--- config.mk ---
export PLATFORM = sky130hd
export DESIGN_NAME = mem_wb_stage
export DESIGN_NICKNAME = d
export VERILOG_FILES = /design/src/rtl/pipe_pkg.sv /design/src/rtl/mem_wb_stage.sv
export SDC_FILE = /design/constraint.sdc
export NUM_CORES = 1
export LEC_CHECK = 0
export BUFFER_PORTS_ARGS = -buffer_cell sky130_fd_sc_hd__buf_2
export CAP_MARGIN = 5
export CORE_MARGIN = 2
export CORE_UTILIZATION = 49
export CTS_CLUSTER_DIAMETER = 150
export DETAILED_ROUTE_END_ITERATION = 8
export GPL_ROUTABILITY_DRIVEN = 0
export PLACE_DENSITY = 0.75
export SETUP_SLACK_MARGIN = 0.1
export SLEW_MARGIN = 25
export SYNTH_ARGS = -nofsm -noshare
export SYNTH_HDL_FRONTEND = slang
export SYNTH_SLANG_ARGS = --single-unit
--- constraint.sdc ---
create_clock -name clk -period 5.1 [get_ports clk]
set_clock_uncertainty 0.2 [all_clocks]
set_input_delay 0.51 -clock clk [delete_from_list [all_inputs] [get_ports clk]]
set_output_delay 0.51 -clock clk [all_outputs]
set_load 0.02 [all_outputs]
--- src/rtl/pipe_pkg.sv ---
// Shared definitions for the MEM/WB pipeline register stage.
package pipe_pkg;

   localparam int DEF_DATA_W = 32;
   localparam int DEF_RD_W   = 5;
   localparam int DEF_CNT_W  = 16;

   // Occupancy of the two-entry (main + skid) buffer.
   typedef enum logic [1:0] {
      EMPTY = 2'd0,
      HALF  = 2'd1,
      FULL  = 2'd2
   } state_e;

endpackage : pipe_pkg

--- src/rtl/mem_wb_stage.sv ---
// MEM->WB pipeline register built as a two-entry skid buffer with flush and
// a retire counter of consumed register-writing entries.
module mem_wb_stage
   import pipe_pkg::*;
#(
   parameter int DATA_W = DEF_DATA_W,
   parameter int RD_W   = DEF_RD_W,
   parameter int CNT_W  = DEF_CNT_W
) (
   input  logic              clk,
   input  logic              reset,
   input  logic              mem_valid,
   output logic              mem_ready,
   input  logic [DATA_W-1:0] mem_data,
   input  logic              mem_control,
   input  logic [RD_W-1:0]   mem_rd,
   input  logic              flush,
   output logic              wb_valid,
   input  logic              wb_ready,
   output logic [DATA_W-1:0] wb_data,
   output logic              wb_control,
   output logic [RD_W-1:0]   wb_rd,
   output logic [CNT_W-1:0]  retire_count
);

   state_e              state_q, state_d;
   logic [DATA_W-1:0]   main_data_q, main_data_d, skid_data_q, skid_data_d;
   logic                main_ctl_q, main_ctl_d, skid_ctl_q, skid_ctl_d;
   logic [RD_W-1:0]     main_rd_q, main_rd_d, skid_rd_q, skid_rd_d;
   logic [CNT_W-1:0]    cnt_q, cnt_d;
   logic                accept, pop;

   // Ready comes only from registered state, keeping wb_ready off this path.
   assign mem_ready = (state_q != FULL);
   assign wb_valid  = (state_q != EMPTY);
   assign accept    = mem_valid && mem_ready;
   assign pop       = wb_valid && wb_ready;

   assign wb_data      = wb_valid ? main_data_q : '0;
   assign wb_control   = wb_valid ? main_ctl_q  : 1'b0;
   assign wb_rd        = wb_valid ? main_rd_q   : '0;
   assign retire_count = cnt_q;

   always_comb begin
      state_d     = state_q;
      main_data_d = main_data_q;
      main_ctl_d  = main_ctl_q;
      main_rd_d   = main_rd_q;
      skid_data_d = skid_data_q;
      skid_ctl_d  = skid_ctl_q;
      skid_rd_d   = skid_rd_q;
      case (state_q)
         EMPTY: begin
            if (accept) begin
               state_d     = HALF;
               main_data_d = mem_data;
               main_ctl_d  = mem_control;
               main_rd_d   = mem_rd;
            end
         end
         HALF: begin
            if (accept && pop) begin
               main_data_d = mem_data;
               main_ctl_d  = mem_control;
               main_rd_d   = mem_rd;
            end else if (accept) begin
               state_d     = FULL;
               skid_data_d = mem_data;
               skid_ctl_d  = mem_control;
               skid_rd_d   = mem_rd;
            end else if (pop) begin
               state_d = EMPTY;
            end
         end
         FULL: begin
            if (pop) begin
               state_d     = HALF;
               main_data_d = skid_data_q;
               main_ctl_d  = skid_ctl_q;
               main_rd_d   = skid_rd_q;
            end
         end
         default: state_d = EMPTY;
      endcase
      if (flush) state_d = EMPTY;

      // A pop in a flush cycle still retires its entry.
      cnt_d = cnt_q;
      if (pop && main_ctl_q) cnt_d = cnt_q + 1'b1;
   end

   always_ff @(posedge clk) begin
      if (reset) begin
         state_q <= EMPTY;
         cnt_q   <= '0;
      end else begin
         state_q <= state_d;
         cnt_q   <= cnt_d;
      end
   end

   // Payload registers need no reset: outputs are masked whenever EMPTY.
   always_ff @(posedge clk) begin
      main_data_q <= main_data_d;
      main_ctl_q  <= main_ctl_d;
      main_rd_q   <= main_rd_d;
      skid_data_q <= skid_data_d;
      skid_ctl_q  <= skid_ctl_d;
      skid_rd_q   <= skid_rd_d;
   end

endmodule : mem_wb_stage
# After elaboration in Yosys (flattened, before gate mapping)
# Cells that the tools add are included.
# Widths: inputs -> output; s select.
[op_classes] add_sub_neg=1 mul=0 div_mod_pow=0 order_cmp=0 n_eq_ne=8 shifts=0 n_mux=21 bitwise=1 n_reduce_logical=11
[op_table] op="$mux 32" count=4
[op_table] op="$pmux 32 s3" count=1
[op_table] op="$mux 5" count=4
[op_table] op="$add 16x1->16 const B" count=1
[op_table] op="$pmux 5 s3" count=1
[op_table] op="$mux 2" count=5
[op_table] op="$ne 2x2->1 const B" count=5
[op_table] op="$reduce_and 4->1" count=2
[op_table] op="$pmux 2 s3" count=1
[op_table] op="$logic_and 1x1->1" count=4
[op_table] op="$mux 1" count=4
[op_table] op="$ne 3x3->1 const B" count=1
[op_table] op="$pmux 1 s3" count=1
[op_table] op="$reduce_and 3->1" count=1
[op_table] op="$reduce_bool 3->1" count=1
[op_table] op="$eq 2x1->1 const B" count=1
[op_table] op="$eq 2x2->1 const B" count=1
[op_table] op="$logic_not 2->1" count=1
[op_table] op="$reduce_bool 2->1" count=1
[op_table] op="$reduce_or 2->1" count=1
[op_table] op="$not 1->1" count=1
[totals] ff_bits=94 latch_bits=0 ramBits=0 romBits=0 input_bits=43 n_memories=0

# Logic depth before layout (Yosys ltp)
# Gate-level depths: netlist of the first run.
[depth] ltp_word=6 mapped_depth=7 mapped_depth_nobuf=5

# Worst setup path before layout of the first run
# No wires, ideal clock.
[synth_path] kind="input port to flip-flop" start="input port wb_ready" end="register skid_ctl_q (enable)" setup_time_ns=0.491 arrival_ns=3.569 setup_slack_ns=0.841 cell_stages=2 path_cell_list="buf_2 > nor3b_1"
[synth_via] elab_chain_len=4
[synth_lines] element="start: declaration" line="mem_wb_stage.sv:19" rtl="input logic wb_ready,"
[synth_lines] element="$logic_and 1x1->1" line="mem_wb_stage.sv:37" rtl="assign pop = wb_valid && wb_ready;"
[synth_lines] element="$logic_and 1x1->1" line="mem_wb_stage.sv:62" rtl="if (accept && pop) begin"
[synth_lines] element="$not 1->1 (no line)"
[synth_lines] element="$reduce_and 3->1 (no line)"
[synth_lines] element="end signal: assignment" line="mem_wb_stage.sv:108" rtl="skid_ctl_q <= skid_ctl_d;"
[synth_lines] element="end: declaration" line="mem_wb_stage.sv:28" rtl="logic main_ctl_q, main_ctl_d, skid_ctl_q, skid_ctl_d;"
# Every way passes these cells.
# A chain may end at the register's enable or synchronous reset.

# Worst setup path after layout of the first run
[layout_path] start="register state_q[1]" end="output port mem_ready"
[layout_via] elab_chain_len=1
[layout_lines] element="start: declaration" line="mem_wb_stage.sv:26" rtl="state_e state_q, state_d;"
[layout_lines] element="start signal: assignment" line="mem_wb_stage.sv:97" rtl="state_q <= state_d;"
[layout_lines] element="$ne 2x2->1" line="mem_wb_stage.sv:34" rtl="assign mem_ready = (state_q != FULL);"
[layout_lines] element="end: declaration" line="mem_wb_stage.sv:13" rtl="output logic mem_ready,"
# Every way passes these cells.

==> results of run 1 <==
[cells in the final DEF (no fill, tap or decap)]
cell type	count
nor3b_2	1
or3_1	2
o2111ai_2	1
nand2b_1	1
nor2_4	1
o21ai_0	2
clkbuf_8	9
buf_2	98
nor3_1	6
a21boi_0	1
nand3_1	6
nand3b_1	1
inv_1	3
inv_6	3
buf_4	2
and3_1	1
clkinv_1	1
clkinv_4	1
ha_1	1
xor2_1	1
nor2b_4	1
bufinv_16	1
o22a_1	1
inv_2	1
a21oi_1	2
nor4_4	1
nor4_1	4
mux2i_1	2
o21ai_4	1
nor2b_1	41
mux2_1	2
nand4_1	2
dfxtp_1	18
o211ai_4	1
edfxtp_1	76
nor2_1	16
xnor2_1	10
nand4_4	1
nand2_1	117
[stage by stage]
| step | hold slack, ns | setup WS [ns] |
|---|---|---|
| 2_1_floorplan | 0.284 | 0.841 |
| 3_3_place_gp | 0.289 | 2.25 |
| 3_5_place_dp | 0.295 | 2.22 |
| 4_1_cts | 0.119 | 1.81 |
| 5_1_grt | 0.119 | 1.62 |
| 6_report | 0.135 | 1.86 |
[flip-flops by register name (all words and copies together), names as in the netlist]
register and cells:
state_q 2, skid_data_q 32, main_data_q 32, retire_count 16, skid_ctl_q 1, skid_rd_q 5, main_rd_q 5, main_ctl_q 1
[cell usage after synthesis, types with 2 or more instances]
| library cell | n | area share |
|---|---|---|
| dfxtp_1 | 18 | 0.092 |
| nor2_1 | 17 | 0.016 |
| xnor2_1 | 10 | 0.022 |
| mux2_1 | 2 | 0.0058 |
| buf_2 | 5 | 0.0064 |
| nand2_1 | 117 | 0.11 |
| o21ai_0 | 3 | 0.0038 |
| mux2i_1 | 2 | 0.0051 |
| nor2b_1 | 42 | 0.067 |
| nand4_1 | 2 | 0.0032 |
| a21oi_1 | 2 | 0.0026 |
| nand3_1 | 6 | 0.0077 |
| nor3_1 | 6 | 0.0077 |
| inv_1 | 3 | 0.0029 |
| clkbuf_1 | 11 | 0.011 |
| edfxtp_1 | 76 | 0.59 |
| nor4_1 | 4 | 0.0064 |
| or3_1 | 2 | 0.0032 |
[metal layers]
layer,vias to the layer above,wire [um]
li1,1329,-
met1,1259,3180
met2,87,3680
met3,6,498
met4,0,73
met5,-,0
[report_power, final]
part | switching [W] | internal (W) | leakage [nW]
Clock | 0.000258 | 0.000229 | 0.0981
Combinational | 0.0000659 | 0.0000389 | 1.03
Sequential | 0.00000811 | 0.000858 | 0.858
[cell families after synthesis]
family / count (synthesis) / share of synthesized area
buf+inv: 20 / 0.0209
xor+xnor: 11 / 0.0247
simple gates: 202 / 0.243
fa+ha+maj: 1 / 0.00321
mux: 4 / 0.0109
flops: 94 / 0.678
compound gates: 9 / 0.0199
[worst min path at each step]
stage	from	endpoint	depth (start not counted)
floorplan	skid_ctl_q$_DFFE_PP_	main_ctl_q$_DFFE_PP_	2
global placement	skid_data_q[26]$_DFFE_PP_	main_data_q[26]$_DFFE_PP_	2
detailed placement	skid_data_q[18]$_DFFE_PP_	main_data_q[18]$_DFFE_PP_	2
CTS	flush	state_q[1]$_SDFFE_PP0P_	2
global route	mem_data[13]	skid_data_q[13]$_DFFE_PP_	1
finish	flush	state_q[1]$_SDFFE_PP0P_	2
[final cells by class]
cell class | instances | area (um^2)
clock buffer | 9 | 124
tap | 102 | 128
sequential | 94 | 2640
fill | 646 | 3040
inverter | 4 | 15.0
multi-input combinational | 227 | 1210
clock inverter | 6 | 68.8
timing repair buffer | 100 | 505
[worst reg2reg max path: cells and delay by family, from the launching register on]
family | cells | cell delay [ns]
DFF | 1 | 0.55
and+or+nand+nor | 3 | 1.08
buffers and inverters | 1 | 0.53
==> flow_metrics.tcl, run 1 <==
set metrics [dict create \
    overflow 0 \
    cts_hold_buf 0 \
    cp_data_required_time_ns 4.39 \
    cts_resized 0 \
    r2r_slack_ns 2.50 \
    slew_headroom 0.427 \
    synthesis.nets 385 \
    fp-row-count 32 \
    area_growth_pct 20.3 \
    nNetsFinal 480 \
    use_met1 0.226 \
    synthArstFlopShare 0 \
    rsz0062_at_grt "false" \
    synth_cell_types 31 \
    wl_per_cell_um 13.7 \
    status "completed" \
    finalMaxSlewViolations 0 \
    dr.pass1.iters 4 \
    initial_core_util 0.505 \
    die_h_um 93.2 \
    syn-cell-area_um2 3900 \
    fmax_ghz 0.308 \
    fin_crit_ns 3.24 \
    synth_edf_count 76 \
    grt_pass1_wl_um 12100 \
    path_cells "nor2b_4, inv_2, buf_2" \
    final_util 0.607 \
    max-vdd-ir-drop_mv 0.243 \
    crit_start "state_q[1]$_SDFFE_PP0P_" \
    grt_max_degree 41 \
    via_per_inst 4.95 \
    port_buffers 98 \
    power_leakage_nw 1.99 \
    cts_buffers 9 \
    use_met3 0.0475 \
    critPathKind "reg2out" \
    synth.ff_latch_count 94 \
    synth-main-ff-cell "edfxtp_1" \
    cp_max_fo 40 \
    use_met2 0.305 \
    place_area_um2 4500 \
    vias 2681 \
    root_buffer "clkbuf_8" \
    cts_tree "built" \
    grt_pass1_vias 2604 \
    reg2reg_depth 4 \
    wl_um 7430 \
    crit_family "buffers and inverters" \
    reg2reg_from "state_q[1]$_SDFFE_PP0P_" \
    grt_usage 0.181 \
    post_cts_buffers 0 \
    cp-start-kind "flip-flop" \
    tns_ns 0 \
    post-place-cells 527 \
    cts.path.max_buffers 2 \
    slowest_delay_ns 0.79 \
    dp_hpwl_um 4900 \
    core_um2 7730 \
    layout-drive-gt1-share 0.280 \
    crit_slowest_cell "nor2b_4" \
    dieArea_um2 8690 \
    netlist_instances 341 \
    drc 0 \
    maxCapViolations 0 \
    synth_warnings 0 \
    syn_avg_cell_area_um2 11.4 \
    clk_pin_slew_ns 0.09 \
    clock_latency_ns 0.35 \
    diodes 0 \
    io_pins 99 \
    antenna_left 0 \
    grt-busiest-layer "met2" \
    power_density_nw_per_um2 311 \
    hp-class "in2reg" \
    htreeDepth 3 \
    report.final.hold_viol_count 0 \
    critical_path_buf_inv_count 2 \
    cp.arrival_ns 2.53 \
    timing.rr.end "main_data_q[22]$_DFFE_PP_" \
    setup_viol_count_final 0 \
    cts_sinks 94 \
    antenna_found_initial 0 \
    die_w_um 93.2 \
    setup.worst_path.end "mem_ready" \
    drtIter0Drc 116 \
    worst_pin_slew_ns 0.857 \
    fin_area_um2 4690 \
    worstSetupEndpointType "primary output" \
    synth-seq-area-share 0.678 \
    power_w 0.00146 \
    finalCritPeriodShare 0.636 \
    path_depth 3 \
    finalNonFillerCells 542 \
]
Note: power is estimated with default switching activity, not from simulation.
==> inputs of run 2 (changes only) <==
Clock period 5.1 ns to 3.2 ns, I/O delays scaled along.
==> run 2 against run 1 <==
Global-route usage grew 1.7 points; first-iteration DRC count grew 20%; die area is the same; power grew 68%; via count grew 6.9%; critical path type unchanged; largest power group unchanged.
==> flow_metrics.tcl, run 2 (synthesis results as in run 1) <==
set metrics [dict create \
    status "completed" \
    antenna_left 0 \
    finalCritPeriodShare 0.757 \
    cts_hold_buf 39 \
    crit_slowest_cell "nor2_4" \
    hp-class "in2reg" \
    maxCapViolations 0 \
    via_per_inst 4.91 \
    setup_viol_count_final 0 \
    area_growth_pct 31.5 \
    drtIter0Drc 139 \
    die_h_um 93.2 \
    rsz0062_at_grt "false" \
    cp.arrival_ns 1.90 \
    drc 0 \
    worstSetupEndpointType "primary output" \
    cp-start-kind "flip-flop" \
    cts.path.max_buffers 2 \
    wl_per_cell_um 14.1 \
    htreeDepth 3 \
    antenna_found_initial 0 \
    cp_data_required_time_ns 2.68 \
    cts_sinks 94 \
    post_cts_buffers 0 \
    root_buffer "clkbuf_8" \
    port_buffers 98 \
    critPathKind "reg2out" \
    grt_max_degree 41 \
    cp_max_fo 39 \
    nNetsFinal 521 \
    diodes 0 \
    finalMaxSlewViolations 0 \
    vias 2867 \
    report.final.hold_viol_count 0 \
    path_cells "nor2_4, nor2b_1, buf_2" \
    initial_core_util 0.505 \
    max-vdd-ir-drop_mv 0.307 \
    cts_tree "built" \
    io_pins 99 \
    tns_ns 0 \
    fp-row-count 32 \
    overflow 0 \
    clock_latency_ns 0.35 \
    grt_usage 0.198 \
    power_leakage_nw 2.18 \
    place_ws_ns 1.12 \
    dr.pass1.iters 4 \
    n_fill_cell 574 \
    mostFrequentLayoutCells "nand2_1 (117), buf_2 (98), edfxtp_1 (76), nor2b_1 (41), dlygate4sd3_1 (39)" \
    dieArea_um2 8690 \
    slew_headroom 0.401 \
    grt_pass1_wl_um 13200 \
    worst_pin_slew_ns 0.897 \
    crit_family "simple AND/OR/NAND/NOR gates" \
    cts_buffers 9 \
    wl_um 8260 \
    die_w_um 93.2 \
    fin_crit_ns 2.42 \
    cts_resized 0 \
    layout-drive-gt1-share 0.261 \
    clk_pin_slew_ns 0.09 \
    dp_hpwl_um 4830 \
    power_density_nw_per_um2 479 \
    critical_path_buf_inv_count 1 \
    slowest_delay_ns 0.74 \
    grt_pass1_vias 2815 \
    core_um2 7730 \
    final_common_cell "nand2_1" \
    fin_ws_ns 0.778 \
    fmax_ghz 0.413 \
]
-- run 2: final timing paths --
path,from,to,slack [ns],cells after the start
worst max-delay path,state_q[1]$_SDFFE_PP0P_,wb_data[11],0.78,3
worst min-delay path,reset,retire_count[5]$_SDFFE_PP0P_,0.15,2
worst max register to register,state_q[1]$_SDFFE_PP0P_,main_ctl_q$_DFFE_PP_,1.16,3
worst min register to register,skid_data_q[28]$_DFFE_PP_,main_data_q[28]$_DFFE_PP_,0.31,2
-- run 2: final cells by class --
| cell class | count | area (um^2) | area share |
|---|---|---|---|
| inverter | 4 | 15.0 | 0.00293 |
| timing repair buffer | 141 | 911 | 0.178 |
| tap | 102 | 128 | 0.0249 |
| sequential | 94 | 2640 | 0.515 |
| clock inverter | 7 | 95.1 | 0.0185 |
| multi-input combinational | 227 | 1210 | 0.236 |
| clock buffer | 9 | 124 | 0.0242 |
-- run 2: through the flow --
step                 util  area (um^2)  cells  hold slack (ns)  total power (W)
floorplan               -         3900    341            0.197          0.00150
global placement    0.585         4520    529            0.289          0.00157
detailed placement  0.585         4520    529            0.292          0.00158
CTS                 0.664         5130    584            0.128          0.00247
global route        0.664         5130    584            0.138          0.00255
finish              0.664         5130    584            0.150          0.00245
-- run 2: routing by layer --
| layer | vias up | GRT usage | wire [um] |
|---|---|---|---|
| met5 | - | 0 | 0 |
| met4 | 0 | 0.0760 | 91 |
| met3 | 8 | 0.0403 | 369 |
| met2 | 100 | 0.347 | 4300 |
| met1 | 1345 | 0.241 | 3490 |
| li1 | 1414 | - | - |
-- run 2: worst reg2reg max path: stages, from the launching register on --
cell and delay, ns:
dfxtp_1 0.43, nand2b_1 0.29, o21ai_4 0.36, buf_4 0.42
-- run 2: where the power goes --
part	switching, W	total [W]	internal [W]	leakage, nW
clock network	0.000422	0.000867	0.000445	0.112
registers	0.0000131	0.00138	0.00137	0.858
logic	0.000113	0.000207	0.0000940	1.21
total	0.000548	0.00245	0.00191	2.18
==> inputs of run 3 (changes only) <==
Settings changed: ABC_AREA set to 1, PLACE_DENSITY 0.75 to 0.74.
Clock period 3.2 ns to 2.3 ns, I/O delays scaled along.
==> run 3 against run 2 <==
Critical endpoint is now wb_rd[4]; final cell count increased by 4.8%; area after synthesis increased by 4.0%; highest routed layer unchanged; via count increased by 2.5%; register-to-register slack got worse by 0.79 ns; synthesized cell count increased by 4.1%.
==> flow_metrics.tcl, run 3 <==
set metrics [dict create \
    status "completed" \
    cts.path.max_buffers 2 \
    cts_resized 0 \
    place_area_um2 4720 \
    syn-cell-area_um2 4060 \
    worstSetupEndpointType "primary output" \
    drtIter0Drc 177 \
    critical_path_buf_inv_count 2 \
    vias 2938 \
    grt-busiest-layer "met2" \
    dp_hpwl_um 5440 \
    core_um2 8130 \
    use_met2 0.319 \
    n_fill_cell 614 \
    drc 0 \
    synth-seq-area-share 0.651 \
    io_pins 99 \
    via_per_inst 4.80 \
    netlist.area_leader.share 0.563 \
    report.final.hold_viol_count 0 \
    crit_family "simple AND/OR/NAND/NOR gates" \
    grt_max_degree 39 \
    htreeDepth 3 \
    tns_ns 0 \
    cp-start-kind "flip-flop" \
    power_density_nw_per_um2 622 \
    synth-main-ff-cell "edfxtp_1" \
    overflow 0 \
    yosysTopAreaCell "edfxtp_1" \
    slowest_delay_ns 0.44 \
    finalCritPeriodShare 0.896 \
    synth_edf_count 76 \
    cp_max_fo 20 \
    port_buffers 98 \
    use_met3 0.0415 \
    dieArea_um2 9020 \
    antenna_left 0 \
    crit_slowest_cell "nor2_4" \
    hp-class "in2reg" \
    area_growth_pct 31.2 \
    synthesis.nets 399 \
    fp-row-count 33 \
    use_met1 0.250 \
    initial_core_util 0.499 \
    cts_tree "built" \
    cts_sinks 94 \
    cp.arrival_ns 1.63 \
    layout-drive-gt1-share 0.337 \
    setup_viol_count_final 0 \
    nNetsFinal 546 \
    holdWs_ns 0.0604 \
    final_common_cell "buf_2" \
    syn_avg_cell_area_um2 11.4 \
    grt_usage 0.194 \
    mostFrequentLayoutCells "buf_2 (98), edfxtp_1 (76), nor2_1 (68), inv_1 (61), dlygate4sd3_1 (41)" \
    synth_common_cells "edfxtp_1 (76), nor2_1 (70), inv_1 (61)" \
    rsz0062_at_grt "false" \
    dr.pass1.iters 4 \
    synth_warnings 0 \
    cts_buffers 9 \
    finalMaxSlewViolations 0 \
    grt_pass1_wl_um 13200 \
    fmax_ghz 0.485 \
    worst_pin_slew_ns 0.488 \
    die_w_um 95.0 \
    wl_per_cell_um 13.6 \
    synth.ff_latch_count 94 \
    grt_pass1_vias 2863 \
    diodes 0 \
    synthArstFlopShare 0 \
    root_buffer "clkbuf_8" \
    final_util 0.655 \
    cp_data_required_time_ns 1.87 \
    netlist_instances 355 \
    die_h_um 95.0 \
    clk_pin_slew_ns 0.09 \
    critPathKind "reg2out" \
    antenna_found_initial 0 \
    fin_area_um2 5320 \
    power_leakage_nw 2.33 \
    path_cells "nor2_4, buf_12, nor2_1, buf_2" \
    wl_um 8340 \
    maxCapViolations 0 \
    synth_area_leaders "edfxtp_1 (56%), mux2_2 (11%), dfxtp_1 (8.9%), nor2_1 (6.5%), inv_1 (5.6%)" \
    fin_crit_ns 2.06 \
    slew_headroom 0.674 \
    synth_most_common_cell "edfxtp_1" \
    synth_cell_types 27 \
    max-vdd-ir-drop_mv 0.360 \
    clock_latency_ns 0.37 \
]
run 3: changes by cell type after synthesis, sizes merged, moves of 6 or more:
cell,change
inv,+58
xnor2,-9
nand2,-81
nor2b,-42
mux2,+36
a21oi,+6
nor2,+56
nand3,+7
clkbuf,-10
run 3: final cells by class:
type / count / area (um^2) / area share
clock buffer: 9 / 124 / 0.0233
clock inverter: 7 / 70.1 / 0.0132
inverter: 62 / 233 / 0.0437
multi-input combinational: 189 / 1140 / 0.215
sequential: 94 / 2640 / 0.496
tap: 105 / 131 / 0.0247
timing repair buffer: 146 / 978 / 0.184
run 3: per-layer routing:
layer / wire, um / vias to the layer above
met2: 4100 / 97
met4: 129 / 0
li1: - / 1469
met5: 0 / -
met1: 3660 / 1362
met3: 460 / 10
run 3: logic make-up after synthesis:
kind of cell	share of synthesized area
fa+ha+maj	0.00308
xor+xnor	0.00216
buf+inv	0.0734
compound gates	0.0194
flops	0.651
simple gates	0.145
mux	0.105
run 3: power by group:
part	switching, W	internal [W]	leakage (nW)	total [W]
clock	0.000639	0.000425	0.0959	0.00106
sequential	0.0000190	0.00191	0.860	0.00193
combinational	0.000170	0.000147	1.38	0.000316
total	0.000827	0.00248	2.33	0.00331
run 3: tightest hold or removal path, delay by kind of cell:
kind	cells	cell delay (ns)
buffers and inverters	1	0.12
AOI/OAI and AO/OA	1	0.09
and+or+nand+nor	1	0.14
run 3: repair_timing:
action | CTS | global route
setup buffers | 0 | 0
hold buffers | 41 | 0
hold endpoints to repair | 78 | 0
run 3: metrics by stage:
step,instances,total power [W],setup WS [ns]
2_1_floorplan,355,0.00212,0.223
3_3_place_gp,555,0.00222,0.465
3_5_place_dp,555,0.00223,0.365
4_1_cts,612,0.00334,0.211
5_1_grt,612,0.00345,0.132
6_report,612,0.00331,0.240
run 3: path summary, 6_finish.rpt:
kind / startpoint / end / slack (ns) / cells after the start
worst min-delay path: mem_valid / state_q[1]$_SDFFE_PP0P_ / 0.06 / 3
worst max register to register: state_q[0]$_SDFFE_PP0P_ / main_data_q[31]$_DFFE_PP_ / 0.37 / 5
worst max-delay path: state_q[1]$_SDFFE_PP0P_ / wb_rd[4] / 0.24 / 4
worst min register to register: retire_count[4]$_SDFFE_PP0P_ / retire_count[4]$_SDFFE_PP0P_ / 0.32 / 2
